<file path="config.mk">
export PLATFORM = sky130hd
export DESIGN_NAME = sha256_round_ctrl
export DESIGN_NICKNAME = d
export VERILOG_FILES = /design/src/rtl/sha256_round_ctrl.sv
export SDC_FILE = /design/constraint.sdc
export NUM_CORES = 1
export LEC_CHECK = 0
export BUFFER_PORTS_ARGS = -buffer_cell sky130_fd_sc_hd__buf_2
export CORE_MARGIN = 2
export CORE_UTILIZATION = 50
export CTS_CLUSTER_SIZE = 24
export DETAILED_ROUTE_END_ITERATION = 8
export HOLD_SLACK_MARGIN = 0.02
export PLACE_DENSITY = 0.77
export SYNTH_ARGS = -nofsm -noshare
export SYNTH_HDL_FRONTEND = slang
export SYNTH_SLANG_ARGS = --single-unit
</file>
<file path="constraint.sdc">
create_clock -name clk -period 2 [get_ports clk]
set_input_delay 0.2 -clock clk [delete_from_list [all_inputs] [get_ports clk]]
set_output_delay 0.2 -clock clk [all_outputs]
set_load 0.01 [all_outputs]
</file>
<file path="src/rtl/sha256_round_ctrl.sv">
// Round sequencer for the SHA-256 compression datapath: loads A..H from the hash state,
// runs the round updates paced by the message scheduler, then strobes hash accumulation.
module sha256_round_ctrl #(
  parameter int NUM_ROUNDS = 64
) (
  input  logic       clk,
  input  logic       rst,
  input  logic       start,
  input  logic       abort,
  input  logic       w_valid,
  output logic       w_ready,
  output logic       mem_en,
  output logic [3:0] mem_addr,
  output logic [2:0] hv_idx,
  output logic [5:0] round,
  output logic       hash_we,
  output logic       busy,
  output logic       done
);

  typedef enum logic [2:0] {IDLE, INIT, ROUNDS, FINAL, DONE} state_t;

  localparam logic [5:0] LAST_ROUND = 6'(NUM_ROUNDS - 1);

  state_t     state, state_nxt;
  logic [2:0] cnt, cnt_nxt;
  logic [5:0] rnd, rnd_nxt;

  always_ff @(posedge clk or posedge rst) begin
    if (rst) begin
      state <= IDLE;
      cnt   <= 3'd0;
      rnd   <= 6'd0;
    end else begin
      state <= state_nxt;
      cnt   <= cnt_nxt;
      rnd   <= rnd_nxt;
    end
  end

  always_comb begin
    state_nxt = state;
    cnt_nxt   = cnt;
    rnd_nxt   = rnd;
    case (state)
      IDLE: begin
        if (start) begin
          state_nxt = INIT;
          cnt_nxt   = 3'd0;
        end
      end
      INIT: begin
        cnt_nxt = cnt + 3'd1;
        if (cnt == 3'd7) begin
          state_nxt = ROUNDS;
          rnd_nxt   = 6'd0;
        end
      end
      ROUNDS: begin
        // The last round holds its index rather than wrapping, so round stays valid through FINAL.
        if (w_valid) begin
          if (rnd == LAST_ROUND) state_nxt = FINAL;
          else                   rnd_nxt   = rnd + 6'd1;
        end
      end
      FINAL: state_nxt = DONE;
      DONE: begin
        state_nxt = IDLE;
        cnt_nxt   = 3'd0;
        rnd_nxt   = 6'd0;
      end
      default: state_nxt = IDLE;
    endcase
    // Abort overrides every transition, including a start seen in IDLE.
    if (abort) begin
      state_nxt = IDLE;
      cnt_nxt   = 3'd0;
      rnd_nxt   = 6'd0;
    end
  end

  always_comb begin
    w_ready  = 1'b0;
    mem_en   = 1'b0;
    mem_addr = 4'd0;
    hv_idx   = 3'd0;
    hash_we  = 1'b0;
    busy     = 1'b0;
    done     = 1'b0;
    case (state)
      INIT: begin
        busy     = 1'b1;
        mem_en   = 1'b1;
        mem_addr = {1'b0, cnt} + 4'd1;
        hv_idx   = cnt;
      end
      ROUNDS: begin
        busy    = 1'b1;
        mem_en  = w_valid;
        w_ready = w_valid;
      end
      FINAL: begin
        busy    = 1'b1;
        hash_we = 1'b1;
      end
      DONE:    done = 1'b1;
      default: ;
    endcase
  end

  assign round = rnd;

endmodule

</file>
==> results.py, run 1 <==
metrics = {
    "outcome": {
        "run_status": "finished, final reports clean",
    },
    "synthesis": {
        "yosysSeqAreaShare_pct": 36.8,
        "avgSynthCellArea_um2": 9.39,
        "ys_types": 37,
        "postSynthCellCount": 87,
        "synth_warnings": 0,
        "syn-num-nets": 95,
        "ys_ff_latch": 12,
        "netlist_area_um2": 817,
    },
    "routing": {
        "vias_per_cell": 5.73,
        "num_vias": 716,
        "drtAntennaViolNets": 0,
        "drt_iter0_drc": 23,
        "wire_per_inst_um": 13.9,
        "drtPass1Iterations": 4,
        "route.detailed.drc": 0,
        "routed_wl_mm": 1.74,
    },
    "timing": {
        "period_share_pct": 93.2,
        "rsz0062_at_grt": "false",
        "hold_violations": 0,
        "setup_violations": 0,
        "skew_ps": 0.760,
        "setup_tns_ps": 0,
        "tightestPinTransition_ps": 463,
        "relSlewSlack_pct": 69.0,
        "fin_ws_ps": 137,
        "period_needed_ps": 1860,
        "max_freq_ghz": 0.537,
        "drv_slew": 0,
    },
    "pwr": {
        "p_leak_nw": 0.506,
        "total_power_mw": 0.458,
        "switchingPower_mw": 0.115,
        "intPower_mw": 0.343,
        "p_comb_share_pct": 12.1,
        "clockPowerShare_pct": 31.8,
        "power_per_cell_area_mw_per_mm2": 477,
        "switching_share_pct": 25.1,
        "power_frac_seq_pct": 56.1,
        "ir_drop_v": 0.000282,
    },
    "worst_setup_path": {
        "crit_path_start": "state[0]",
        "cp-endpoint": "mem_en",
        "arrival_ps": 1660,
        "worstSetupPathType": "reg2out",
        "worstRegToRegCells": 5,
        "rr_startpoint": "round[0]",
        "critPathRequiredTime_ps": 1800,
        "crit_path_end_kind": "primary output",
        "reg2reg_slack_ps": 280,
        "reg2reg_to": "round[5]",
        "cp-start-kind": "flop",
        "worstPathMaxFanout": 11,
    },
    "die": {
        "fp.coreArea_mm2": 0.00152,
        "dieWidth_um": 44.4,
        "rows": 14,
        "io-pin-count": 23,
        "die_area_mm2": 0.00197,
        "die_h_um": 44.4,
        "initial_core_util_pct": 53.6,
    },
    "clock_network": {
        "cts_tree": "built",
        "h-tree-depth": 1,
        "clockBufferDepth": 2,
        "clk_transition_reported_paths_ps": 70,
        "post_cts_buffers": 0,
        "cts.sinks": 12,
        "cts_root_buffer": "clkbuf_4",
        "cts_made_buffers": 3,
        "clock_latency_ps": 280,
    },
    "finish": {
        "syn2layout_area_growth_pct": 17.5,
        "drive_gt1_share_pct": 28.4,
        "final_area_um2": 960,
        "nets": 119,
        "antenna_cells": 0,
    },
    "job": {
        "max_cap_violations": 0,
    },
    "global_routing": {
        "grtUsageMet2_pct": 29.4,
        "antenna_found_initial": 0,
        "use_met3_pct": 7.35,
        "grt_max_degree": 14,
        "grt_util_met1_pct": 25.7,
        "grt_use_total_pct": 19.8,
        "grt_pass1_vias": 624,
        "grt_pass1_wl_mm": 2.77,
        "grt_overflow_total": 0,
        "busiest_layer": "met2",
    },
    "placed_design": {
        "place.gp.congestion": 0.850,
        "hpwl_mm": 1.31,
        "preCtsSetupSlack_ps": 310,
        "io_buffers": 22,
        "dpl_cell_area_um2": 921,
    },
    "min_path": {
        "hp-class": "in2reg",
    },
}
[metrics by stage]
stage / cells / utilization (%) / hold slack [ps]
2_1_floorplan: 87 / - / 64.7
3_3_place_gp: 121 / 60.4 / 220
3_5_place_dp: 121 / 60.4 / 223
4_1_cts: 125 / 62.6 / 201
5_1_grt: 125 / 63.0 / 203
6_report: 125 / 63.0 / 202
[synthesized netlist by cell type]
| cell | number | area, µm² |
|---|---|---|
| a21boi_0 | 2 | 15.0 |
| a21o_1 | 2 | 15.0 |
| a21oi_1 | 5 | 25.0 |
| a22o_1 | 2 | 17.5 |
| a31oi_1 | 3 | 18.8 |
| and2_1 | 7 | 43.8 |
| and2b_1 | 1 | 7.51 |
| and3_1 | 2 | 12.5 |
| and3b_1 | 2 | 17.5 |
| buf_2 | 3 | 15.0 |
| buf_6 | 1 | 11.3 |
| dfrtp_1 | 12 | 300 |
| ha_1 | 3 | 37.5 |
| inv_1 | 4 | 15.0 |
| mux2_2 | 1 | 11.3 |
| mux2i_1 | 1 | 10.0 |
| nand2_1 | 3 | 11.3 |
| nand2_2 | 1 | 6.26 |
| nand2b_1 | 1 | 6.26 |
| nand3_1 | 4 | 20.0 |
| nand3b_1 | 1 | 7.51 |
| nand4_1 | 3 | 18.8 |
| nor2_1 | 5 | 18.8 |
| nor2b_1 | 2 | 12.5 |
| nor3_1 | 1 | 5.00 |
| nor3b_2 | 1 | 12.5 |
| nor4b_4 | 1 | 23.8 |
| o21ai_0 | 3 | 15.0 |
| o21ai_1 | 1 | 5.00 |
| o22a_1 | 2 | 17.5 |
| o2bb2a_1 | 1 | 10.0 |
| o311ai_0 | 1 | 8.76 |
| o41ai_2 | 1 | 16.3 |
| or2_2 | 1 | 6.26 |
| or3_1 | 1 | 6.26 |
| or3b_1 | 1 | 8.76 |
| or4_1 | 1 | 7.51 |
[cell usage in the layout, fill, tap and decap left out, drive strengths merged, types with 2 or more instances in the layout]
cell and n:
clkbuf 3, o21ai 4, nand3 4, nor2 5, and2 7, nand2 4, and3b 2, buf 22
a31oi 3, nand4 3, ha 3, nor2b 2, a21boi 2, dfrtp 12, inv 4, a21o 2
a21oi 5, o22a 2, and3 2, a22o 2
[state kept, by name (all words and copies together) (netlist names)]
signal	count
cnt	3
round	6
state	3
[cell families after synthesis]
family	Yosys count	synth area share, %
buffers and inverters	8	5.05
AOI/OAI and AO/OA	23	20.1
muxes	2	2.60
adders and majority gates	3	4.59
DFF	12	36.8
and+or+nand+nor	39	30.9
[repair_timing]
action                     CTS  global route
hold buffers                 1             0
hold endpoints to repair    12             0
setup endpoints to repair    0             1
resized for setup            0             1
[layer usage]
layer | share of wire [%] | wire, µm
met3 | 3.2 | 56
met1 | 49 | 851
met2 | 46 | 790
met4 | 2.1 | 36
met5 | 0 | 0
[how the worst min path moves through the flow]
stage	startpoint	endpoint	slack (ps)	depth (start not counted)
2_1_floorplan	rst	cnt[0]	60	1
3_3_place_gp	rst	cnt[2]	220	2
3_5_place_dp	rst	cnt[0]	220	2
4_1_cts	abort	state[2]	200	2
5_1_grt	abort	state[2]	200	2
6_report	abort	state[2]	200	2
[power groups by stage]
| stage | sequential (mW) | combinational (mW) | clock (mW) |
|---|---|---|---|
| after floorplan | 0.257 | 0.0376 | 0 |
| after CTS | 0.256 | 0.0551 | 0.147 |
| final | 0.257 | 0.0555 | 0.145 |
| after detailed placement | 0.261 | 0.0535 | 0 |
| after global placement | 0.260 | 0.0525 | 0 |
| after global routing | 0.258 | 0.0617 | 0.159 |
[layout make-up]
| cell class | count | area (µm²) |
|---|---|---|
| inverters | 4 | 15.0 |
| multi-input cells | 67 | 482 |
| clock buffers | 3 | 22.5 |
| flip-flops and latches | 12 | 300 |
| fillers | 129 | 564 |
| well taps | 16 | 20.0 |
| repair buffers | 23 | 120 |
[critical path, cell delays in order, from the launching register on]
cell,delay [ps]
dfrtp_1,570
and2b_1,240
and3b_1,180
or2_2,260
buf_2,140
Note: power is estimated with default switching activity, not from simulation.
==> run 2: changes to the inputs <==
--- a/config.mk
+++ b/config.mk
@@ -11,5 +11,5 @@
 export CTS_CLUSTER_SIZE = 24
 export DETAILED_ROUTE_END_ITERATION = 8
-export HOLD_SLACK_MARGIN = 0.02
+export HOLD_SLACK_MARGIN = 0.1
 export PLACE_DENSITY = 0.77
 export SYNTH_ARGS = -nofsm -noshare
==> constraint.sdc (replaced) <==
create_clock -name clk -period 2 [get_ports clk]
set_input_delay 0.5 -clock clk [delete_from_list [all_inputs] [get_ports clk]]
set_output_delay 0.5 -clock clk [all_outputs]
set_load 0.01 [all_outputs]
==> run 2 against run 1 <==
First-iteration DRC count decreased by 26%. Maximum frequency is 6.0% lower. Non-clock buffer count is 8 higher. Count of clock-buffer cells in the layout unchanged. Combinational power increased by 28%. Design area rose by 7.0%. Flip-flop and latch count did not move. Routed wire length is 11% higher. Clock skew rose by 8.1 ps. Critical path depth unchanged. Largest power group unchanged.
==> results.py, run 2 (synthesis results as in run 1) <==
metrics = {
    "outcome": {
        "run_status": "finished, final reports clean",
    },
    "global_routing": {
        "grt_use_total_pct": 21.9,
        "use_met3_pct": 3.67,
        "grt_overflow_total": 0,
        "grt_max_degree": 13,
        "grt_util_met1_pct": 28.6,
        "grtUsageMet2_pct": 36.8,
        "grt_pass1_vias": 720,
        "busiest_layer": "met2",
        "grt_pass1_wl_mm": 3.11,
        "antenna_found_initial": 0,
    },
    "routing": {
        "route.detailed.drc": 0,
        "drtAntennaViolNets": 0,
        "num_vias": 786,
        "routed_wl_mm": 1.92,
        "wire_per_inst_um": 14.5,
        "drtPass1Iterations": 4,
        "drt_iter0_drc": 17,
        "vias_per_cell": 5.91,
    },
    "placed_design": {
        "hpwl_mm": 1.37,
        "io_buffers": 22,
        "place.gp.congestion": 0.828,
    },
    "timing": {
        "tightestPinTransition_ps": 464,
        "max_freq_ghz": 0.504,
        "rsz0062_at_grt": "true",
        "setup_violations": 0,
        "period_needed_ps": 1980,
        "skew_ps": 8.86,
        "setup_tns_ps": 0,
        "period_share_pct": 99.1,
        "relSlewSlack_pct": 69.0,
        "drv_slew": 0,
        "hold_violations": 0,
    },
    "worst_setup_path": {
        "worstPathMaxFanout": 6,
        "crit_path_end_kind": "primary output",
        "cp.depth": 4,
        "worstRegToRegCells": 6,
        "critPathBufInv": 1,
        "cpPeakStageDelay_ps": 450,
        "reg2reg_to": "round[5]",
        "path_cells": "and2b_1, and3b_1, or2_2, buf_6",
        "arrival_ps": 1480,
        "path_delay_family": "simple AND/OR/NAND/NOR gates",
        "critPathRequiredTime_ps": 1500,
        "reg2reg_slack_ps": 170,
        "rr_startpoint": "state[2]",
        "cp-start-kind": "flop",
        "worstSetupPathType": "reg2out",
        "crit_path_top_delay_cell": "dfrtp_2",
    },
    "clock_network": {
        "h-tree-depth": 1,
        "clockBufferDepth": 2,
        "clock_latency_ps": 280,
        "cts_root_buffer": "clkbuf_4",
        "cts_made_buffers": 3,
        "clk_transition_reported_paths_ps": 80,
        "cts_tree": "built",
        "cts.sinks": 12,
    },
    "pwr": {
        "ir_drop_v": 0.000382,
        "power_per_cell_area_mw_per_mm2": 470,
        "p_leak_nw": 0.546,
    },
    "die": {
        "die_h_um": 44.4,
        "io-pin-count": 23,
        "initial_core_util_pct": 53.6,
        "die_area_mm2": 0.00197,
        "dieWidth_um": 44.4,
        "fp.coreArea_mm2": 0.00152,
        "rows": 14,
    },
    "finish": {
        "layout_commonest_cell": "buf_2",
        "antenna_cells": 0,
        "final_util_pct": 67.4,
        "largest_reg_flops": 6,
        "nFillCells": 125,
        "drive_gt1_share_pct": 36.8,
        "final_cell_mix": "buf_2, dfrtp_1, buf_4, and2_1",
        "nets": 127,
        "syn2layout_area_growth_pct": 25.7,
    },
    "job": {
        "max_cap_violations": 0,
    },
    "min_path": {
        "hp-class": "in2async",
    },
}
run 2: cell count changes in the layout (fill, tap and decap cells not counted):
cell           change
dfrtp_2            +3
buf_2              -1
dlygate4sd3_1      -1
buf_6              +1
buf_4              +9
dfrtp_1            -3
run 2: metrics by stage:
| stage | setup WS [ps] | instance area (µm²) | power (mW) | std cells | hold WS [ps] |
|---|---|---|---|---|---|
| after floorplan | 307 | 817 | 0.295 | 87 | 365 |
| after global placement | 273 | 936 | 0.316 | 123 | 504 |
| after detailed placement | 212 | 936 | 0.318 | 123 | 515 |
| after CTS | 9.82 | 1010 | 0.479 | 131 | 232 |
| after global routing | -56.2 | 1030 | 0.500 | 133 | 271 |
| final | 17.2 | 1030 | 0.483 | 133 | 212 |
run 2: how the worst max path moves through the flow:
stage               slack (ps)          end     start
floorplan                  310  mem_addr[3]  state[1]
global placement           270       mem_en  state[1]
detailed placement         210  mem_addr[3]  state[1]
CTS                         10       mem_en  state[1]
global route               -60  mem_addr[3]  state[2]
finish                      20       mem_en  state[1]
run 2: cell type report:
| type | instances | area (µm²) | share of cell area, % |
|---|---|---|---|
| flip-flops and latches | 12 | 304 | 29.6 |
| multi-input cells | 67 | 482 | 46.9 |
| well taps | 16 | 20.0 | 1.95 |
| inverters | 4 | 15.0 | 1.46 |
| clock buffers | 3 | 22.5 | 2.19 |
| repair buffers | 31 | 184 | 17.9 |
run 2: worst reg2reg max path, delay by kind of cell, from the launching register on:
kind                   cells  cell delay (ps)
flip-flops                 1              470
AND/OR/NAND/NOR            2              600
AO/OA/AOI/OAI              2              410
buffers and inverters      2              310
run 2: routing by layer:
| metal | vias up | share of wire [%] | routed length [µm] |
|---|---|---|---|
| li1 | 382 | - | - |
| met3 | 6 | 4.4 | 84 |
| met4 | 0 | 1.2 | 24 |
| met1 | 382 | 45 | 872 |
| met2 | 16 | 49 | 941 |
| met5 | - | 0 | 0 |
run 2: what timing repair did:
item	in CTS	in global routing
endpoints found under the setup margin	2	3
resized for setup	4	1
gates cloned	0	0
hold endpoints to repair	0	0
pin swaps	1	2
hold buffers	0	0
setup buffers	5	2
run 2: power by group:
| part | switching (mW) | total, mW | internal, mW |
|---|---|---|---|
| logic | 0.0369 | 0.0708 | 0.0340 |
| registers | 0.00706 | 0.255 | 0.248 |
| clock network | 0.0872 | 0.157 | 0.0699 |
| total | 0.131 | 0.483 | 0.352 |
==> run 3: changes to the inputs <==
--- a/config.mk
+++ b/config.mk
@@ -9,4 +9,5 @@
 export CORE_MARGIN = 2
 export CORE_UTILIZATION = 50
+export CTS_BUF_LIST = sky130_fd_sc_hd__clkbuf_8 sky130_fd_sc_hd__clkbuf_16
 export CTS_CLUSTER_SIZE = 24
 export DETAILED_ROUTE_END_ITERATION = 8
==> constraint.sdc (replaced) <==
create_clock -name clk -period 2 [get_ports clk]
set_input_delay 0.5 -clock clk [delete_from_list [all_inputs] [get_ports clk]]
set_output_delay 0.5 -clock clk [all_outputs]
set_load 0.005 [all_outputs]
==> run 3 against run 2 <==
Design area rose by 0.37%. Sequential power about the same. Flip-flop and latch count unchanged. Die area is the same. Critical endpoint unchanged. Largest power group is now clock.
==> results.py, run 3 (synthesis results as in run 1) <==
metrics = {
    "placed_design": {
        "io_buffers": 22,
        "hpwl_mm": 1.40,
        "place.gp.congestion": 0.798,
        "dpl_cell_area_um2": 936,
    },
    "routing": {
        "drtPass1Iterations": 4,
        "vias_per_cell": 5.87,
        "drtAntennaViolNets": 0,
        "wire_per_inst_um": 14.2,
        "route.detailed.drc": 0,
        "routed_wl_mm": 1.86,
        "drt_iter0_drc": 20,
        "num_vias": 769,
    },
    "min_path": {
        "hp-class": "in2async",
    },
    "finish": {
        "final_cell_mix": "buf_2, dfrtp_1, and2_1, buf_4",
        "largest_reg_flops": 6,
        "ff_latch_area_um2": 304,
        "syn2layout_area_growth_pct": 26.2,
        "final_area_mm2": 0.00103,
        "drive_gt1_share_pct": 35.7,
        "antenna_cells": 0,
        "nets": 124,
        "layout_commonest_cell": "buf_2",
        "multi_input_area_um2": 482,
        "nFillCells": 138,
    },
    "die": {
        "io-pin-count": 23,
        "fp.coreArea_mm2": 0.00152,
        "rows": 14,
        "die_area_mm2": 0.00197,
        "dieWidth_um": 44.4,
        "die_h_um": 44.4,
        "initial_core_util_pct": 53.6,
    },
    "timing": {
        "tightestPinTransition_ps": 457,
        "max_freq_ghz": 0.508,
        "setup_violations": 0,
        "relSlewSlack_pct": 69.5,
        "drv_slew": 0,
        "period_share_pct": 98.4,
        "hold_violations": 0,
        "setup_tns_ps": 0,
        "period_needed_ps": 1970,
        "timing.hold.ws_ps": 253,
        "skew_ps": 2.45,
    },
    "clock_network": {
        "cts_tree": "built",
        "cts_root_buffer": "clkbuf_8",
        "cts.sinks": 12,
        "h-tree-depth": 1,
        "clock_latency_ps": 240,
        "cts_made_buffers": 3,
        "clockBufferDepth": 2,
        "clk_transition_reported_paths_ps": 50,
    },
    "worst_setup_path": {
        "worstRegToRegCells": 5,
        "cp-start-kind": "flop",
        "arrival_ps": 1470,
        "rr_startpoint": "cnt[0]",
        "critPathBufInv": 1,
        "cpPeakStageDelay_ps": 460,
        "critPathRequiredTime_ps": 1500,
        "path_cells": "and2b_1, and3b_1, or2_2, buf_2",
        "crit_path_top_delay_cell": "dfrtp_2",
        "worstPathMaxFanout": 8,
        "cp.depth": 4,
        "path_delay_family": "simple AND/OR/NAND/NOR gates",
        "crit_path_start": "state[1]",
        "crit_path_end_kind": "primary output",
        "worstSetupPathType": "reg2out",
    },
    "pwr": {
        "clockPowerShare_pct": 45.6,
        "power_frac_seq_pct": 44.1,
        "intPower_mw": 0.451,
        "ir_drop_v": 0.000442,
        "switchingPower_mw": 0.129,
        "switching_share_pct": 22.2,
        "p_leak_nw": 0.544,
        "power_per_cell_area_mw_per_mm2": 563,
        "p_comb_share_pct": 10.3,
    },
    "outcome": {
        "run_status": "finished, final reports clean",
    },
    "global_routing": {
        "grt_max_degree": 13,
        "grt_overflow_total": 0,
        "grt_pass1_wl_mm": 3.13,
        "antenna_found_initial": 0,
        "grt_use_total_pct": 22.3,
        "grt_pass1_vias": 681,
    },
    "job": {
        "max_cap_violations": 0,
    },
}
[run 3: what timing repair did]
| action | 4_1_cts | 5_1_grt |
|---|---|---|
| gates cloned | 0 | 0 |
| hold buffers | 0 | 0 |
| resized for setup | 1 | 3 |
| setup endpoints to repair | 2 | 4 |
| setup buffers | 0 | 4 |
[run 3: per-layer routing]
metal  share of wire (%)  GRT usage [%]  wire length (µm)  vias up
li1                    -              -                 -      372
met1                  43           28.0               806      376
met2                  50           34.4               935       17
met3                 4.4           7.76                82        4
met4                 1.7           10.3                32        0
met5                   0              0                 0        -
[run 3: power by group through the flow]
stage	Sequential, mW	Combinational (mW)	Clock (mW)
after floorplan	0.257	0.0350	0
after global placement	0.259	0.0531	0
after detailed placement	0.260	0.0546	0
after CTS	0.256	0.0549	0.270
after global routing	0.256	0.0688	0.280
final	0.256	0.0599	0.264
[run 3: area by class of cell]
type,count,share of cell area (%)
clock buffers,4,5.34
inverters,4,1.46
multi-input cells,67,46.7
flip-flops and latches,12,29.5
well taps,16,1.94
repair buffers,28,15.0
[run 3: metrics by stage]
step	std cells	power, mW	worst slack, ps	utilization, %
4_1_cts	127	0.581	14.5	65.1
2_1_floorplan	87	0.292	368	-
3_5_place_dp	123	0.314	253	61.4
6_report	131	0.580	32.7	67.7
5_1_grt	131	0.605	-16.9	67.7
3_3_place_gp	123	0.312	280	61.4
[run 3: worst paths after layout]
path	endpoint	slack, ps
max	mem_en	30
min	cnt[0]	250
max reg2reg	round[4]	300
min reg2reg	cnt[1]	530
max in group asynchronous	state[2]	1410
min in group clk	cnt[1]	530
